**src/rtl/biphase_rx_autobaud.sv**
```systemverilog
// Biphase-mark (FM1) to NRZ decoder with automatic bit-period learning.
//
// The line is synchronised and every level change is measured in clocks (M).
// In HUNT the decoder looks for LOCK_PULSES consecutive long pulses that agree
// within tolerance and adopts their length as the bit period T. In LOCKED it
// decodes a full-period pulse as one bit value and a pair of half-period
// pulses as the other. Lock is dropped after ERR_LIMIT consecutive framing
// errors or when the pulse counter saturates (dead line).
//
// Ports:
//   clk              system clock
//   rst              synchronous active-high reset
//   biphase_in_raw   asynchronous biphase line input
//   nrz_out          last decoded bit
//   clock_out        toggles once per decoded bit
//   data_received    one-clock pulse per decoded bit
//   framing_error    one-clock pulse per framing error
//   glitch_ignored   one-clock pulse per rejected runt pulse
//   locked           high while locked to a bit period
//   lock_lost        one-clock pulse on LOCKED -> HUNT
//   long_len         learned long-pulse length T, 0 while unlocked
//   counter_overflow pulse counter saturated since the last transition
module biphase_rx_autobaud #(
  parameter int unsigned CNT_W        = 12,
  parameter int unsigned IGNORE_PULSE = 25,
  parameter int unsigned MIN_LONG     = 64,
  parameter int unsigned LOCK_PULSES  = 8,
  parameter int unsigned TOL_SHIFT    = 2,
  parameter int unsigned ERR_LIMIT    = 4,
  parameter int unsigned INVERT       = 0
) (
  input  logic             clk,
  input  logic             rst,
  input  logic             biphase_in_raw,
  output logic             nrz_out,
  output logic             clock_out,
  output logic             data_received,
  output logic             framing_error,
  output logic             glitch_ignored,
  output logic             locked,
  output logic             lock_lost,
  output logic [CNT_W-1:0] long_len,
  output logic             counter_overflow
);

  localparam int unsigned      RC_W       = $clog2(LOCK_PULSES + 1);
  localparam int unsigned      EC_W       = $clog2(ERR_LIMIT + 1);
  localparam logic [CNT_W-1:0] CntMax     = {CNT_W{1'b1}};
  localparam logic [CNT_W-1:0] CntNearMax = CntMax - 1'b1;
  localparam logic [CNT_W-1:0] IgnoreLen  = CNT_W'(IGNORE_PULSE);
  localparam logic [CNT_W-1:0] MinLong    = CNT_W'(MIN_LONG);
  localparam logic [RC_W-1:0]  LockCnt    = RC_W'(LOCK_PULSES);
  localparam logic [EC_W-1:0]  ErrLim     = EC_W'(ERR_LIMIT);
  localparam logic             Inv        = (INVERT != 0);

  typedef enum logic {StHunt, StLocked} state_e;

  // Unsigned distance, one bit wider than the counter so it never wraps.
  function automatic logic [CNT_W:0] abs_diff(input logic [CNT_W:0] a,
                                              input logic [CNT_W:0] b);
    return (a >= b) ? (a - b) : (b - a);
  endfunction

  logic             sync1_q, sync2_q, last_q;
  logic [CNT_W-1:0] counter_q, counter_d;
  logic             ovf_q, ovf_d;
  state_e           state_q, state_d;
  logic [CNT_W-1:0] run_ref_q, run_ref_d;
  logic [RC_W-1:0]  run_count_q, run_count_d;
  logic [CNT_W-1:0] long_len_q, long_len_d;
  logic             short_seen_q, short_seen_d;
  logic [EC_W-1:0]  err_count_q, err_count_d;
  logic             nrz_q, nrz_d;
  logic             clock_q, clock_d;
  logic             data_q, data_d;
  logic             ferr_q, ferr_d;
  logic             glitch_q, glitch_d;
  logic             lost_q, lost_d;

  logic             transition;
  logic             dead_line;
  logic [CNT_W:0]   m_ext, ref_ext, t_ext, s_ext;
  logic [CNT_W:0]   diff_run, diff_t, diff_s;
  logic [CNT_W:0]   tol_run, tol_t, tol_s;
  logic             err_hit, clean_bit, drop;

  assign transition = last_q ^ sync2_q;
  // Fires once, on the clock the counter steps onto all-ones.
  assign dead_line  = !transition && (counter_q == CntNearMax);

  assign m_ext    = {1'b0, counter_q};
  assign ref_ext  = {1'b0, run_ref_q};
  assign t_ext    = {1'b0, long_len_q};
  assign s_ext    = t_ext >> 1;
  assign tol_run  = ref_ext >> TOL_SHIFT;
  assign tol_t    = t_ext >> TOL_SHIFT;
  assign tol_s    = s_ext >> TOL_SHIFT;
  assign diff_run = abs_diff(m_ext, ref_ext);
  assign diff_t   = abs_diff(m_ext, t_ext);
  assign diff_s   = abs_diff(m_ext, s_ext);

  // Pulse-length counter: restarts at 1 on a transition, saturates at all-ones.
  always_comb begin
    counter_d = counter_q;
    ovf_d     = ovf_q;
    if (transition) begin
      counter_d = {{(CNT_W-1){1'b0}}, 1'b1};
      ovf_d     = 1'b0;
    end else if (counter_q != CntMax) begin
      counter_d = counter_q + 1'b1;
      if (dead_line) ovf_d = 1'b1;
    end
  end

  always_comb begin
    state_d      = state_q;
    run_ref_d    = run_ref_q;
    run_count_d  = run_count_q;
    long_len_d   = long_len_q;
    short_seen_d = short_seen_q;
    err_count_d  = err_count_q;
    nrz_d        = nrz_q;
    clock_d      = clock_q;
    data_d       = 1'b0;
    ferr_d       = 1'b0;
    glitch_d     = 1'b0;
    lost_d       = 1'b0;
    err_hit      = 1'b0;
    clean_bit    = 1'b0;
    drop         = 1'b0;

    if (transition) begin
      if (counter_q < IgnoreLen) begin
        glitch_d = 1'b1;
      end else if (state_q == StHunt) begin
        if (counter_q < MinLong) begin
          run_count_d = '0;
        end else if ((run_count_q == '0) || (diff_run > tol_run)) begin
          // Start a new training run around this pulse.
          run_ref_d   = counter_q;
          run_count_d = {{(RC_W-1){1'b0}}, 1'b1};
        end else begin
          run_count_d = run_count_q + 1'b1;
        end
        if (run_count_d == LockCnt) begin
          state_d      = StLocked;
          long_len_d   = run_ref_d;
          short_seen_d = 1'b0;
          err_count_d  = '0;
        end
      end else begin
        if (diff_s <= tol_s) begin
          if (!short_seen_q) begin
            short_seen_d = 1'b1;
          end else begin
            data_d       = 1'b1;
            clock_d      = ~clock_q;
            nrz_d        = Inv;
            short_seen_d = 1'b0;
            clean_bit    = 1'b1;
          end
        end else if (diff_t <= tol_t) begin
          data_d       = 1'b1;
          clock_d      = ~clock_q;
          nrz_d        = ~Inv;
          short_seen_d = 1'b0;
          // A long pulse after an unpaired half-period still decodes, but flags.
          if (short_seen_q) begin
            ferr_d  = 1'b1;
            err_hit = 1'b1;
          end else begin
            clean_bit = 1'b1;
          end
        end else begin
          ferr_d       = 1'b1;
          err_hit      = 1'b1;
          short_seen_d = 1'b0;
        end

        if (err_hit) begin
          if (err_count_q + 1'b1 == ErrLim) begin
            drop = 1'b1;
          end else begin
            err_count_d = err_count_q + 1'b1;
          end
        end else if (clean_bit) begin
          err_count_d = '0;
        end
      end
    end else if (dead_line && (state_q == StLocked)) begin
      drop = 1'b1;
    end

    if (drop) begin
      state_d      = StHunt;
      lost_d       = 1'b1;
      long_len_d   = '0;
      run_count_d  = '0;
      err_count_d  = '0;
      short_seen_d = 1'b0;
    end
  end

  always_ff @(posedge clk) begin
    if (rst) begin
      sync1_q      <= 1'b0;
      sync2_q      <= 1'b0;
      last_q       <= 1'b0;
      counter_q    <= {{(CNT_W-1){1'b0}}, 1'b1};
      ovf_q        <= 1'b0;
      state_q      <= StHunt;
      run_ref_q    <= '0;
      run_count_q  <= '0;
      long_len_q   <= '0;
      short_seen_q <= 1'b0;
      err_count_q  <= '0;
      nrz_q        <= 1'b0;
      clock_q      <= 1'b0;
      data_q       <= 1'b0;
      ferr_q       <= 1'b0;
      glitch_q     <= 1'b0;
      lost_q       <= 1'b0;
    end else begin
      sync1_q      <= biphase_in_raw;
      sync2_q      <= sync1_q;
      last_q       <= sync2_q;
      counter_q    <= counter_d;
      ovf_q        <= ovf_d;
      state_q      <= state_d;
      run_ref_q    <= run_ref_d;
      run_count_q  <= run_count_d;
      long_len_q   <= long_len_d;
      short_seen_q <= short_seen_d;
      err_count_q  <= err_count_d;
      nrz_q        <= nrz_d;
      clock_q      <= clock_d;
      data_q       <= data_d;
      ferr_q       <= ferr_d;
      glitch_q     <= glitch_d;
      lost_q       <= lost_d;
    end
  end

  assign nrz_out          = nrz_q;
  assign clock_out        = clock_q;
  assign data_received    = data_q;
  assign framing_error    = ferr_q;
  assign glitch_ignored   = glitch_q;
  assign locked           = (state_q == StLocked);
  assign lock_lost        = lost_q;
  assign long_len         = long_len_q;
  assign counter_overflow = ovf_q;

endmodule

```
**config.mk**
```make
export PLATFORM = sky130hd
export DESIGN_NAME = biphase_rx_autobaud
export DESIGN_NICKNAME = d
export VERILOG_FILES = /design/src/rtl/biphase_rx_autobaud.sv
export SDC_FILE = /design/constraint.sdc
export NUM_CORES = 1
export LEC_CHECK = 0
export CORE_MARGIN = 2
export CORE_UTILIZATION = 66
export CTS_CLUSTER_DIAMETER = 30
export DETAILED_ROUTE_END_ITERATION = 7
export DONT_BUFFER_PORTS = 1
export GPL_ROUTABILITY_DRIVEN = 0
export GPL_TIMING_DRIVEN = 0
export PLACE_DENSITY_LB_ADDON = 0.12
export SLEW_MARGIN = 20
export SYNTH_ARGS = -nofsm -noshare
export SYNTH_HDL_FRONTEND = slang
export SYNTH_SLANG_ARGS = --single-unit
```
**constraint.sdc**
```tcl
create_clock -name clk -period 11.07 [get_ports clk]
set_input_delay 1.107 -clock clk [delete_from_list [all_inputs] [get_ports clk]]
set_output_delay 1.107 -clock clk [all_outputs]
set_load 0.005 [all_outputs]
```
After elaboration in Yosys (flattened, before gate mapping) --
Index checks and enable logic that the tools add are counted. Widths: inputs -> output; s select.
Cells by class: $add $sub $neg 9, magnitude comparators 8, equality and inequality tests 7, mux-type cells 48, bitwise logic cells 5, reductions and logical operators 18
Operator list (count):
- $sub 12x12->13 | 4
- $mux 13 | 3
- $mux 1 | 33
- $ge 12x12->1 | 2
- $mux 12 | 2
- $mux 4 | 5
- $mux 3 | 5
- $gt 13x10->1 | 1
- $le 13x10->1 | 1
- $le 13x9->1 | 1
- $sub 11x12->13 | 1
- $sub 12x11->13 | 1
- $add 12x1->12 const B | 1
- $eq 12x12->1 const B | 1
- $ge 12x11->1 | 1
- $lt 12x5->1 const B | 1
- $lt 12x7->1 const B | 1
- $ne 12x12->1 const B | 1
- $reduce_and 5->1 | 2
- $reduce_and 3->1 | 2
- $reduce_or 2->1 | 3
- $add 4x1->4 const B | 1
- $eq 4x4->1 const B | 1
- $logic_not 4->1 | 1
- 14 further kinds | 20
Storage, ports and cells: register bits 55, input port bits 3, output and inout port bits 20, logic and storage cells 112

Logic depth before layout (Yosys ltp) --
Gate-level depths: netlist of run 1.
depth in word-level cells 13, gate-level depth with buffers 25, gate-level depth less buffers 22

Worst setup path after synthesis of run 1 --
OpenSTA, ideal clock, no wires.
path type register -> register, start register long_len_q[6], in the netlist long_len[6], end register long_len_q[0], in the netlist long_len[0], setup time 73 ps, data arrival time 4970 ps, required time 10997 ps, path slack 6027 ps, stages on the path, launching flop included 23, buffers on the path 3, period minus slack after synthesis 5043 ps, path through dfxtp_1 > inv_1 > ha_1 > buf_2 > a211oi_1 > o21ai_0 > o31ai_2 > o21a_1 > buf_2 > mux2i_1 > o21ai_0 > a221oi_1 > o22ai_1 > xor2_1 > ha_1 > and3_1 > nand3_1 > o32a_1 > nor4_2 > a22oi_2 > a221o_2 > buf_6 > nor3_2
On the way: cells in the longest elaborated chain, start to end 13, elaborated cells between the ends (all ways) 20, classes of those cells add/sub: 4; order compare: 4; mux: 11; reduce/logical: 1
Ends and longest elaborated chain:
- from (decl) | line 70 | logic [CNT_W-1:0] long_len_q, long_len_d;
- from (signal assigned) | line 232 | long_len_q <= long_len_d;
- $sub 12x12->13 / $ge 12x12->1 (equally long branches) | line 61 | return (a >= b) ? (a - b) : (b - a);
- $mux 13 | line 61
- $le 13x10->1 | line 162 | end else if (diff_t <= tol_t) begin
- $mux 1 | line 162
- $mux 1 *
- $mux 1 * | line 135 | end else if (state_q == StHunt) begin
- $mux 1 * | line 133 | if (counter_q < IgnoreLen) begin
- $mux 1 * | line 132 | if (transition) begin
- $mux 1 * | line 180 | if (err_hit) begin
- $mux 1 * | line 135
- $mux 1 * | line 133
- $mux 1 * | line 132
- $reduce_or 2->1 (no line) *
Every way passes the cells marked *; elsewhere a longest branch is shown, timed or not. The select of a mux whose other input is x is not followed. A chain may end at the register's enable or synchronous reset.

Worst setup path after layout of run 1 --
start register counter_q[1], end register long_len_q[5], in the netlist long_len[5]
On the way: cells in the longest elaborated chain, start to end 13, elaborated cells between the ends (all ways) 42, classes of those cells add/sub: 6; order compare: 8; eq/ne: 2; mux: 20; bitwise: 1; reduce/logical: 5
Ends and longest elaborated chain:
- from (decl) | line 65 | logic [CNT_W-1:0] counter_q, counter_d;
- from (signal assigned) | line 209 | counter_q <= {{(CNT_W-1){1'b0}}, 1'b1};
- from (signal assigned) | line 227 | counter_q <= counter_d;
- $sub 12x12->13 / $ge 12x12->1 (equally long branches) | line 61
- $mux 13 | line 61
- $le 13x10->1 | line 162
- $mux 1 | line 162
- $mux 1
- $mux 1 | line 135
- $mux 1 | line 133
- $mux 1 | line 132
- $mux 1 | line 180
- $mux 1 | line 135
- $mux 1 | line 133
- $mux 1 | line 132
- $reduce_or 2->1 (no line)
Several ways; a longest one is shown, not always the timed one. The select of a mux whose other input is x is not followed.

==> run summary, run 1 <==
Reg2Reg Setup Slack = 4330 ps
Ratio of final minimum period to clock period = 60.9%
Initial antenna violation count = 0
Tightest Hold Check Type = reg -> reg
Synthesized netlist cell count = 831
Die area = 0.0108 sq mm
Cell-internal power = 0.000390 W
Max-Slew Margin vs Limit = 52.3%
Clock group share of total power = 18.5%
Final Total Pwr = 0.000643 W
Routed wire length = 19100 um
Run status = completed
Footprint of the flip-flops and latches = 0.00110 sq mm
Setup bufs post-CTS = 0
Critical register-to-register path startpoint = counter_q[1]
Asr flop ratio synth = 0%
Setup TNS = 0 ps
Transition time at the pin with the least slew margin = 710 ps
Share of the synthesized area in the top cell type = 20.2%
Setup violations, final = 0
Pin count of the biggest net entering global routing = 20
Synthesis warning total = 0
Post-CTS Hold Buffers = 0
Area growth syn-to-layout = 4.01%
Global routing usage summed across all routing layers = 35.2%
Cell row count = 36
Number of max-cap violations = 0
Kind of end point of the critical path = flip-flop
Post_cts resized = 0
Net count after synthesis = 946
Maximum clock insertion buffer count = 2
Crit. Startpoint = counter_q[1]
Most used DFF post-synth = sky130_fd_sc_hd__dfxtp_1
Total via count in the routed design = 6466
Most used standard cells in the synthesized netlist = sky130_fd_sc_hd__ha_1, sky130_fd_sc_hd__nor2_1, sky130_fd_sc_hd__a21oi_1
CTS H-tree depth = 2
Total leakage power = 2.87 nW
TritonCTS clock tree = built
Post-DRT Antenna Nets = 0
Clock sink count = 55
Data arrival time of the worst path = 6990 ps
Switching power = 0.000253 W
Area of the multi-input gates = 0.00506 sq mm
Required time worst endpoint = 11310 ps
Insertion delay to the later sink of the worst-skew pair = 320 ps
Layout cells sized above 1 = 7.03%
Combinational cell fraction of total power = 49.3%
Routed wire per std cell = 19.6 um
1st-iter DRT viols = 671
Clock tree root buffer cell = sky130_fd_sc_hd__clkbuf_8
Number of unique standard cell types used by synthesis = 76
Global-route wire length before repair = 31300 um
Number of nets in the layout = 953
Die boundary height = 104 um
Largest fanout of any net on the critical path = 10
Reg2reg end = long_len[5]
Final critical-path required period = 6740 ps
Via count of the first global-routing pass = 6355
Core ar. = 0.00973 sq mm
Leading cell type by number of instances after synthesis = sky130_fd_sc_hd__ha_1
Clock slew at the register clock pins of the worst setup and hold paths = 110 ps
Post-route DRC violation count = 0
Initial Utilization = 67.6%
Relative contribution of sequential cells to total power = 32.2%
Syn avg cell area = 7.91 sq um
Number of max-slew violations in the final report = 0
Worst VDD drop = 0.0891 mV
Register bit count reported by yosys = 55
Post-synthesis instance area = 0.00658 sq mm
Type of the setup path with the least slack = reg -> reg
Setup repair after global routing missed its margin = false
Total clock buffers created by CTS = 5
CP Capture Point = long_len[5]
Count of flip-flops with a built-in enable after synthesis = 0
Number of buffers added on ports = 0
Final Hold Vio Count = 0
Die X-Extent = 104 um
Worst setup SP type = flip-flop
Worst r2r path cells = 21
Top-level port count = 23
HPWL reported at the end of detailed placement = 15000 um
Aggregate global routing overflow = 0
Pwr per Cell Area = 94.0 mW/mm^2
Skew final = 13.2 ps
Filler cell count in the final layout = 850
Ranking of synthesized cells by area = sky130_fd_sc_hd__ha_1, sky130_fd_sc_hd__dfxtp_1, sky130_fd_sc_hd__a21oi_1
DRT Pass-1 Iters = 6
Area leader, netlist = sky130_fd_sc_hd__ha_1
Net switching share of the total power = 39.3%
Proportion of synthesized chip area in sequential cells = 16.7%
Ant diodes = 0
Post-DR vias/cell = 6.65
Maximum operating frequency = 0.148 GHz
per-layer routing:
metal | up-vias | wire [um] | GRT usage, % | share of wire [%]
met5 | - | 0 | 0 | 0
met4 | 0 | 917 | 16.7 | 4.8
met3 | 76 | 1490 | 4.03 | 7.8
met2 | 334 | 8970 | 61.4 | 47
met1 | 3033 | 7670 | 43.1 | 40
li1 | 3023 | - | - | -
through the flow:
step / std cells / area [sq um] / worst slack [ps] / hold WS [ps] / util [%]
floorplan: 831 / 6580 / 6030 / 414 / -
global placement: 964 / 6740 / 4700 / 425 / 69.3
detailed placement: 964 / 6740 / 4510 / 428 / 69.3
CTS: 972 / 6840 / 4470 / 442 / 70.3
global route: 972 / 6840 / 3940 / 447 / 70.3
finish: 972 / 6840 / 4330 / 436 / 70.3
critical path: stages (launching register included):
cell and delay [ps]:
sky130_fd_sc_hd__dfxtp_1 770, sky130_fd_sc_hd__inv_1 470, sky130_fd_sc_hd__ha_1 460, sky130_fd_sc_hd__nor2b_1 170
sky130_fd_sc_hd__o31a_1 290, sky130_fd_sc_hd__nor2_1 190, sky130_fd_sc_hd__o21bai_1 110, sky130_fd_sc_hd__a21oi_1 330
sky130_fd_sc_hd__clkbuf_1 490, sky130_fd_sc_hd__mux2_2 420, sky130_fd_sc_hd__ha_1 290, sky130_fd_sc_hd__nor2b_1 130
sky130_fd_sc_hd__o21a_1 160, sky130_fd_sc_hd__o21a_1 160, sky130_fd_sc_hd__o21bai_1 120, sky130_fd_sc_hd__a21oi_1 80
sky130_fd_sc_hd__a211oi_1 240, sky130_fd_sc_hd__o211ai_1 340, sky130_fd_sc_hd__nor3_1 690, sky130_fd_sc_hd__clkbuf_1 420
sky130_fd_sc_hd__nor2_1 120, sky130_fd_sc_hd__nor3_2 190
cell type report:
class,instances,area share (%)
Sequential cell,55,16.1
Inverter,54,2.96
Buffer,45,3.11
Multi-Input combinational cell,677,74.0
Clock inverter,3,0.421
Clock buffer,5,1.01
Tap cell,133,2.43
logic make-up after synthesis:
logic type | count (synthesis) | share of synthesized area, %
AND/OR/NAND/NOR | 264 | 21.4
AO/OA/AOI/OAI | 232 | 23.4
adder cells (fa/ha/maj) | 112 | 22.0
buffers and inverters | 99 | 6.32
flip-flops | 55 | 16.7
XOR/XNOR | 37 | 5.04
multiplexers | 32 | 5.04
worst min path at each step:
stage          startpoint  slack, ps      end  cells past startpoint
2_1_floorplan     sync1_q        410  sync2_q                      1
3_3_place_gp      sync1_q        420  sync2_q                      1
3_5_place_dp      sync1_q        430  sync2_q                      1
4_1_cts           sync1_q        440  sync2_q                      1
5_1_grt           sync1_q        450  sync2_q                      1
6_report          sync1_q        440  sync2_q                      1
power by group through the flow:
stage	registers [W]	logic [W]	clock network (W)
6_report	0.000207	0.000317	0.000119
5_1_grt	0.000207	0.000352	0.000127
4_1_cts	0.000207	0.000312	0.000119
3_5_place_dp	0.000211	0.000310	0
3_3_place_gp	0.000211	0.000296	0
2_1_floorplan	0.000208	0.000244	0
flip-flops by register name, summed over array words and instances (netlist names):
signal	flops
short_seen_q	1
long_len	12
locked	1
counter_overflow	1
last_q	1
framing_error	1
data_received	1
sync2_q	1
lock_lost	1
run_ref_q	12
glitch_ignored	1
err_count_q	3
sync1_q	1
run_count_q	4
clock_out	1
counter_q	12
nrz_out	1
layout by cell type (no fill, tap or decap), types with 6 or more instances in the layout:
master,instances
sky130_fd_sc_hd__a211oi_1,15
sky130_fd_sc_hd__dfxtp_1,55
sky130_fd_sc_hd__and3_1,10
sky130_fd_sc_hd__fa_1,6
sky130_fd_sc_hd__clkbuf_1,29
sky130_fd_sc_hd__inv_1,54
sky130_fd_sc_hd__nor2b_1,25
sky130_fd_sc_hd__mux2i_1,25
sky130_fd_sc_hd__ha_1,106
sky130_fd_sc_hd__nor2_1,74
sky130_fd_sc_hd__o21ai_0,35
sky130_fd_sc_hd__xor2_1,11
sky130_fd_sc_hd__nor4_1,12
sky130_fd_sc_hd__nor3_1,21
sky130_fd_sc_hd__a21oi_1,73
sky130_fd_sc_hd__buf_2,7
sky130_fd_sc_hd__a21o_1,26
sky130_fd_sc_hd__nand4_1,13
sky130_fd_sc_hd__a31oi_1,13
sky130_fd_sc_hd__o21bai_1,9
sky130_fd_sc_hd__o221ai_1,6
sky130_fd_sc_hd__nand3_1,23
sky130_fd_sc_hd__nor3_2,12
sky130_fd_sc_hd__nand2_1,42
sky130_fd_sc_hd__xnor2_1,25
sky130_fd_sc_hd__nand3b_1,6
sky130_fd_sc_hd__o21a_1,10
sky130_fd_sc_hd__mux2_2,6
sky130_fd_sc_hd__o211ai_1,6
Note: power is estimated with default switching activity, not from simulation.
==> inputs of run 2 (changes only) <==
Settings changed: CORE_UTILIZATION 66 to 60.
Clock period 11.07 ns to 5.9 ns, I/O delays scaled along.
==> run summary, run 2 (same netlist as run 1, synthesis figures left out) <==
Initial Utilization = 61.2% (-6.4 points)
Slowest cell delay on critical path = 580 ps (-190 ps)
Slowest stage cell, crit path = sky130_fd_sc_hd__dfxtp_2
Final Hold Vio Count = 0 (unchanged)
Cell chain of the critical path = clkinvlp_4, ha_1, nor2b_1, o31a_1, nor2_1, o21bai_1, a21oi_1, clkbuf_2, mux2_2, ha_1, nor2b_1, o21a_1, o21a_1, o21bai_1, a21oi_1, a211oi_1, o211ai_1, buf_4, buf_4, clkbuf_1, nor4_1, nor3_2
Final Total Pwr = 0.00121 W (+88%)
Die boundary height = 109 um (+4.7%)
Finished Layout Cells = 981 (+0.93%)
Fin util = 64.9% (-5.4 points)
Post-CTS Hold Buffers = 0 (unchanged)
Setup violations, final = 0 (unchanged)
Post-route DRC violation count = 0 (unchanged)
Clock sink count = 55 (unchanged)
Endpoint of the worst hold path = sync1_q
Total leakage power = 2.93 nW (+2.2%)
Worst VDD drop = 0.122 mV (+37%)
Cell row count = 38 (+5.6%)
Transition time at the pin with the least slew margin = 722 ps (+12.5 ps)
1st-iter DRT viols = 603 (-10%)
Total clock buffers created by CTS = 5 (unchanged)
Maximum clock insertion buffer count = 2 (unchanged)
Post-DRT Antenna Nets = 0 (unchanged)
Number of max-cap violations = 0 (unchanged)
Hold Slack = 409 ps (-26.2 ps)
Tightest Hold Check Type = in -> reg
Via count of the first global-routing pass = 6102 (-4.0%)
CTS H-tree depth = 2 (unchanged)
Worst setup SP type = flip-flop
Global-route wire length before repair = 30700 um (-2.0%)
Area growth syn-to-layout = 6.01%
Insertion delay to the later sink of the worst-skew pair = 300 ps (-20 ps)
Pwr per Cell Area = 173 mW/mm^2 (+84%)
Total via count in the routed design = 6411 (-0.85%)
Worst hold path stage count = 1 (unchanged)
Ratio of final minimum period to clock period = 96.4% (+35 points)
Worst hold start = biphase_in_raw
Global routing usage summed across all routing layers = 32.9% (-2.3 points)
Worst r2r path cells = 22 (+4.8%)
Kind of end point of the critical path = flip-flop
HPWL reported at the end of detailed placement = 15000 um (-0.19%)
Largest fanout of any net on the critical path = 10 (unchanged)
Core ar. = 0.0107 sq mm (+10%)
Ant diodes = 0 (unchanged)
Commonest non-fill, non-tap cells in the layout = sky130_fd_sc_hd__ha_1, sky130_fd_sc_hd__nor2_1, sky130_fd_sc_hd__a21oi_1
Type of the setup path with the least slack = reg -> reg
Pin count of the biggest net entering global routing = 18 (-10%)
Number of buffers added on ports = 0 (unchanged)
Initial antenna violation count = 0 (unchanged)
Filler cell count in the final layout = 953 (+12%)
Data arrival time of the worst path = 5870 ps (-1120 ps)
Number of max-slew violations in the final report = 0 (unchanged)
DRT Pass-1 Iters = 6 (unchanged)
Top-level port count = 23 (unchanged)
Number of nets in the layout = 956 (+0.31%)
Most common cell after layout, fill and taps aside = sky130_fd_sc_hd__ha_1
Max-Slew Margin vs Limit = 51.2% (-1.1 points)
Routed wire per std cell = 19.5 um (-0.40%)
Die area = 0.0118 sq mm (+9.6%)
Placed instance count = 971 (+0.73%)
Clock tree root buffer cell = sky130_fd_sc_hd__clkbuf_8
Cell area after layout = 0.00697 sq mm (+1.9%)
TritonCTS clock tree = built
Layout cells sized above 1 = 11.4% (+4.4 points)
WP buf/inv = 5 (+2)
Aggregate global routing overflow = 0 (unchanged)
Maximum operating frequency = 0.176 GHz (+19%)
Reg2reg end = long_len[3]
Critical register-to-register path startpoint = counter_q[1]
Required time worst endpoint = 6080 ps (-5230 ps)
Die X-Extent = 109 um (+4.7%)
Run status = completed
Final critical-path required period = 5690 ps (-1050 ps)
Post-DR vias/cell = 6.54 (-1.8%)
Area after DPL = 0.00675 sq mm (+0.13%)
Clock slew at the register clock pins of the worst setup and hold paths = 100 ps (about the same)
Reg2Reg Setup Slack = 210 ps (-4120 ps)
Routed wire length = 19200 um (+0.52%)
Kind of cell adding the most delay to the critical path = compound AO/OA/AOI/OAI gates
Skew final = 9.27 ps (-3.88 ps)
[run 2: cell count changes in the layout (fill, tap and decap cells not counted), moves of 3 or more]
cell                       previous run  this run
sky130_fd_sc_hd__dfxtp_1             55        38
sky130_fd_sc_hd__dfxtp_2              0        17
sky130_fd_sc_hd__buf_4                5        12
sky130_fd_sc_hd__clkbuf_1            29        22
sky130_fd_sc_hd__clkbuf_2             1         4
sky130_fd_sc_hd__nor4_1              12         9
[run 2: what timing repair did]
| action | CTS | global route |
|---|---|---|
| setup buffers | 4 | 3 |
| resized for setup | 9 | 27 |
| pin swaps | 2 | 2 |
| setup endpoints to repair | 34 | 32 |
[run 2: worst reg2reg max path: cells and delay by family (launching register included)]
family	cells	cell delay, ps
mux	1	380
compound gates	9	1640
flops	1	580
simple gates	5	1010
fa+ha+maj	2	680
buf+inv	5	1250
[run 2: per-layer routing]
| layer | routed length, um | up-vias | track usage [%] |
|---|---|---|---|
| li1 | - | 3027 | - |
| met1 | 7960 | 3021 | 41.1 |
| met2 | 9040 | 298 | 56.7 |
| met3 | 1370 | 65 | 4.00 |
| met4 | 780 | 0 | 14.6 |
| met5 | 0 | - | 0 |
[run 2: worst max-delay path by stage]
stage | cells past startpoint | start | slack [ps] | to
after detailed placement | 21 | counter_q[1] | -760 | long_len[9]
after global placement | 21 | counter_q[1] | -630 | long_len[9]
after CTS | 23 | counter_q[2] | 30 | long_len[9]
after global routing | 23 | counter_q[9] | -20 | long_len[3]
after floorplan | 22 | long_len[6] | 860 | long_len[0]
final | 22 | counter_q[1] | 210 | long_len[3]
[run 2: final cells by class]
type / instances / area [sq um] / share of cell area [%]
multi-input cells: 677 / 5130 / 73.5
flip-flops and latches: 55 / 1120 / 16.1
inverters: 54 / 206 / 2.96
plain buffers: 41 / 203 / 2.91
well taps: 140 / 175 / 2.51
clock buffers: 5 / 68.8 / 0.987
repair buffers: 7 / 52.6 / 0.754
clock inverters: 2 / 16.3 / 0.233
[run 2: power breakdown]
part	switching, W	total (W)	internal, W
clock	0.000123	0.000206	0.0000830
sequential	0.0000137	0.000390	0.000376
combinational	0.000332	0.000611	0.000279
[run 2: metrics by stage]
stage / setup WS (ps) / setup TNS [ps]
final: 213 / 0
after global routing: -23.7 / -34.2
after CTS: 25.8 / 0
after detailed placement: -763 / -14070
after global placement: -632 / -10880
after floorplan: 857 / 0
==> inputs of run 3 (changes only) <==
Settings changed: CORE_MARGIN 2 to unset, CORE_UTILIZATION 60 to 61, CTS_BUF_LIST set to sky130_fd_sc_hd__clkbuf_4.
==> run summary, run 3 (same netlist as run 1, synthesis figures left out) <==
Run status = completed
Setup repair after global routing missed its margin = true
Data arrival time of the worst path = 5980 ps (+110 ps)
Clock sink count = 55 (unchanged)
1st-iter DRT viols = 715 (+19%)
Routed wire length = 19000 um (-0.91%)
Ratio of final minimum period to clock period = 95.7% (-0.67 points)
Commonest non-fill, non-tap cells in the layout = sky130_fd_sc_hd__ha_1, sky130_fd_sc_hd__nor2_1, sky130_fd_sc_hd__a21oi_1
Clock tree root buffer cell = sky130_fd_sc_hd__clkbuf_4
CTS H-tree depth = 2 (unchanged)
Insertion delay to the later sink of the worst-skew pair = 390 ps (+90 ps)
Total via count in the routed design = 6404 (-0.11%)
Aggregate global routing overflow = 0 (unchanged)
Finished Layout Cells = 984 (+0.31%)
Post-CTS Hold Buffers = 0 (unchanged)
Post-DRT Antenna Nets = 0 (unchanged)
Post-route DRC violation count = 0 (unchanged)
Die X-Extent = 106 um (-2.6%)
Largest fanout of any net on the critical path = 10 (unchanged)
Cell chain of the critical path = inv_1, ha_1, buf_4, nand2_1, or3_1, a21o_1, nand2_4, buf_2, mux2_2, ha_1, nor2b_1, o21a_1, o21ai_0, a21oi_1, o22ai_1, nand2_1, and3b_1, clkbuf_1, a22oi_2, a221o_2, buf_6, nor3_2
Slowest stage cell, crit path = sky130_fd_sc_hd__dfxtp_1
Max-Slew Margin vs Limit = 49.1% (-2.2 points)
Clock slew at the register clock pins of the worst setup and hold paths = 170 ps (+70 ps)
Via count of the first global-routing pass = 5990 (-1.8%)
Top-level port count = 23 (unchanged)
Transition time at the pin with the least slew margin = 754 ps (+31.9 ps)
Number of max-cap violations = 0 (unchanged)
Pin count of the biggest net entering global routing = 17 (-1)
Type of the setup path with the least slack = reg -> reg
Placed instance count = 967 (-0.41%)
Tightest Hold Check Type = in -> reg
Final Hold Vio Count = 0 (unchanged)
Total clock buffers created by CTS = 5 (unchanged)
DRT Pass-1 Iters = 6 (unchanged)
Required time worst endpoint = 6230 ps (+150 ps)
Filler cell count in the final layout = 913 (-4.2%)
Global routing usage summed across all routing layers = 34.2% (+1.3 points)
Initial Utilization = 63.4% (+2.2 points)
Area after DPL = 0.00675 sq mm (about the same)
Layout cells sized above 1 = 11.3% (-0.081 points)
Maximum clock insertion buffer count = 2 (unchanged)
Worst setup SP type = flip-flop
HPWL reported at the end of detailed placement = 14700 um (-1.8%)
Total leakage power = 2.94 nW (+0.18%)
Number of nets in the layout = 961 (+0.52%)
Cell row count = 37 (-2.6%)
Global-route wire length before repair = 30600 um (-0.34%)
TritonCTS clock tree = built
Fin util = 67.1% (+2.2 points)
Post-DR vias/cell = 6.51 (-0.41%)
Initial antenna violation count = 1 (+1)
Core ar. = 0.0104 sq mm (-3.5%)
Pwr per Cell Area = 171 mW/mm^2 (-1.2%)
Number of buffers added on ports = 0 (unchanged)
Area growth syn-to-layout = 5.82%
Kind of end point of the critical path = flip-flop
Most common cell after layout, fill and taps aside = sky130_fd_sc_hd__ha_1
Final critical-path required period = 5650 ps (-39.4 ps)
Die area = 0.0112 sq mm (-5.2%)
Cell area after layout = 0.00696 sq mm (-0.18%)
Number of max-slew violations in the final report = 0 (unchanged)
Worst VDD drop = 0.157 mV (+29%)
Setup violations, final = 0 (unchanged)
Routed wire per std cell = 19.3 um (-1.2%)
Maximum operating frequency = 0.177 GHz (+0.70%)
Slowest cell delay on critical path = 540 ps (-40 ps)
Skew final = 26.7 ps (+17.4 ps)
Die boundary height = 106 um (-2.6%)
==> run 3: layout make-up <==
| cell class | count | area, sq um | area share [%] |
|---|---|---|---|
| multi-input combinational | 677 | 5110 | 73.5 |
| clock inverter | 2 | 12.5 | 0.180 |
| tap | 136 | 170 | 2.45 |
| buffer | 42 | 208 | 2.98 |
| antenna | 1 | 2.50 | 0.0360 |
| sequential | 55 | 1120 | 16.1 |
| inverter | 54 | 206 | 2.97 |
| clock buffer | 6 | 45.0 | 0.647 |
| timing repair buffer | 11 | 82.6 | 1.19 |
==> run 3: worst paths after layout <==
check,endpoint,from,cells after the start,slack [ps]
worst max-delay path,long_len[7],long_len[11],22,250
worst max register to register,long_len[7],long_len[11],22,250
worst min-delay path,sync1_q,biphase_in_raw,1,350
worst min register to register,sync2_q,sync1_q,1,470
==> run 3: worst max-delay path, delay by kind of cell, from the launching register on <==
kind	cells	cell delay (ps)
compound gates	7	1520
flops	1	540
simple gates	7	1370
mux	1	370
buf+inv	5	1150
fa+ha+maj	2	630
==> run 3: power by group <==
group / switching, W / total [W] / internal, W
Clock: 0.000119 / 0.000170 / 0.0000512
Sequential: 0.0000127 / 0.000390 / 0.000377
Combinational: 0.000339 / 0.000631 / 0.000292
Total: 0.000471 / 0.00119 / 0.000720
==> run 3: stage by stage <==
| stage | total power (W) | setup WS, ps | hold WS (ps) | TNS, ps |
|---|---|---|---|---|
| 2_1_floorplan | 0.000849 | 857 | 414 | 0 |
| 3_3_place_gp | 0.000954 | -650 | 419 | -10630 |
| 3_5_place_dp | 0.000974 | -689 | 450 | -12100 |
| 4_1_cts | 0.00115 | 13.6 | 344 | 0 |
| 5_1_grt | 0.00127 | -91.8 | 321 | -847 |
| 6_report | 0.00119 | 252 | 351 | 0 |
==> run 3: metal layers <==
metal	wire, um	vias to the layer above	GRT usage, %	part of all wire [%]
met4	699	0	12.9	3.7
met3	1510	51	3.77	8.0
met5	0	-	0	0
met1	7890	2994	44.6	42
li1	-	3043	-	-
met2	8880	316	57.8	47
==> run 3: what timing repair did <==
action / 4_1_cts / 5_1_grt
setup buffers: 2 / 9
resized for setup: 9 / 23
setup endpoints to repair: 34 / 34
pin swaps: 1 / 3
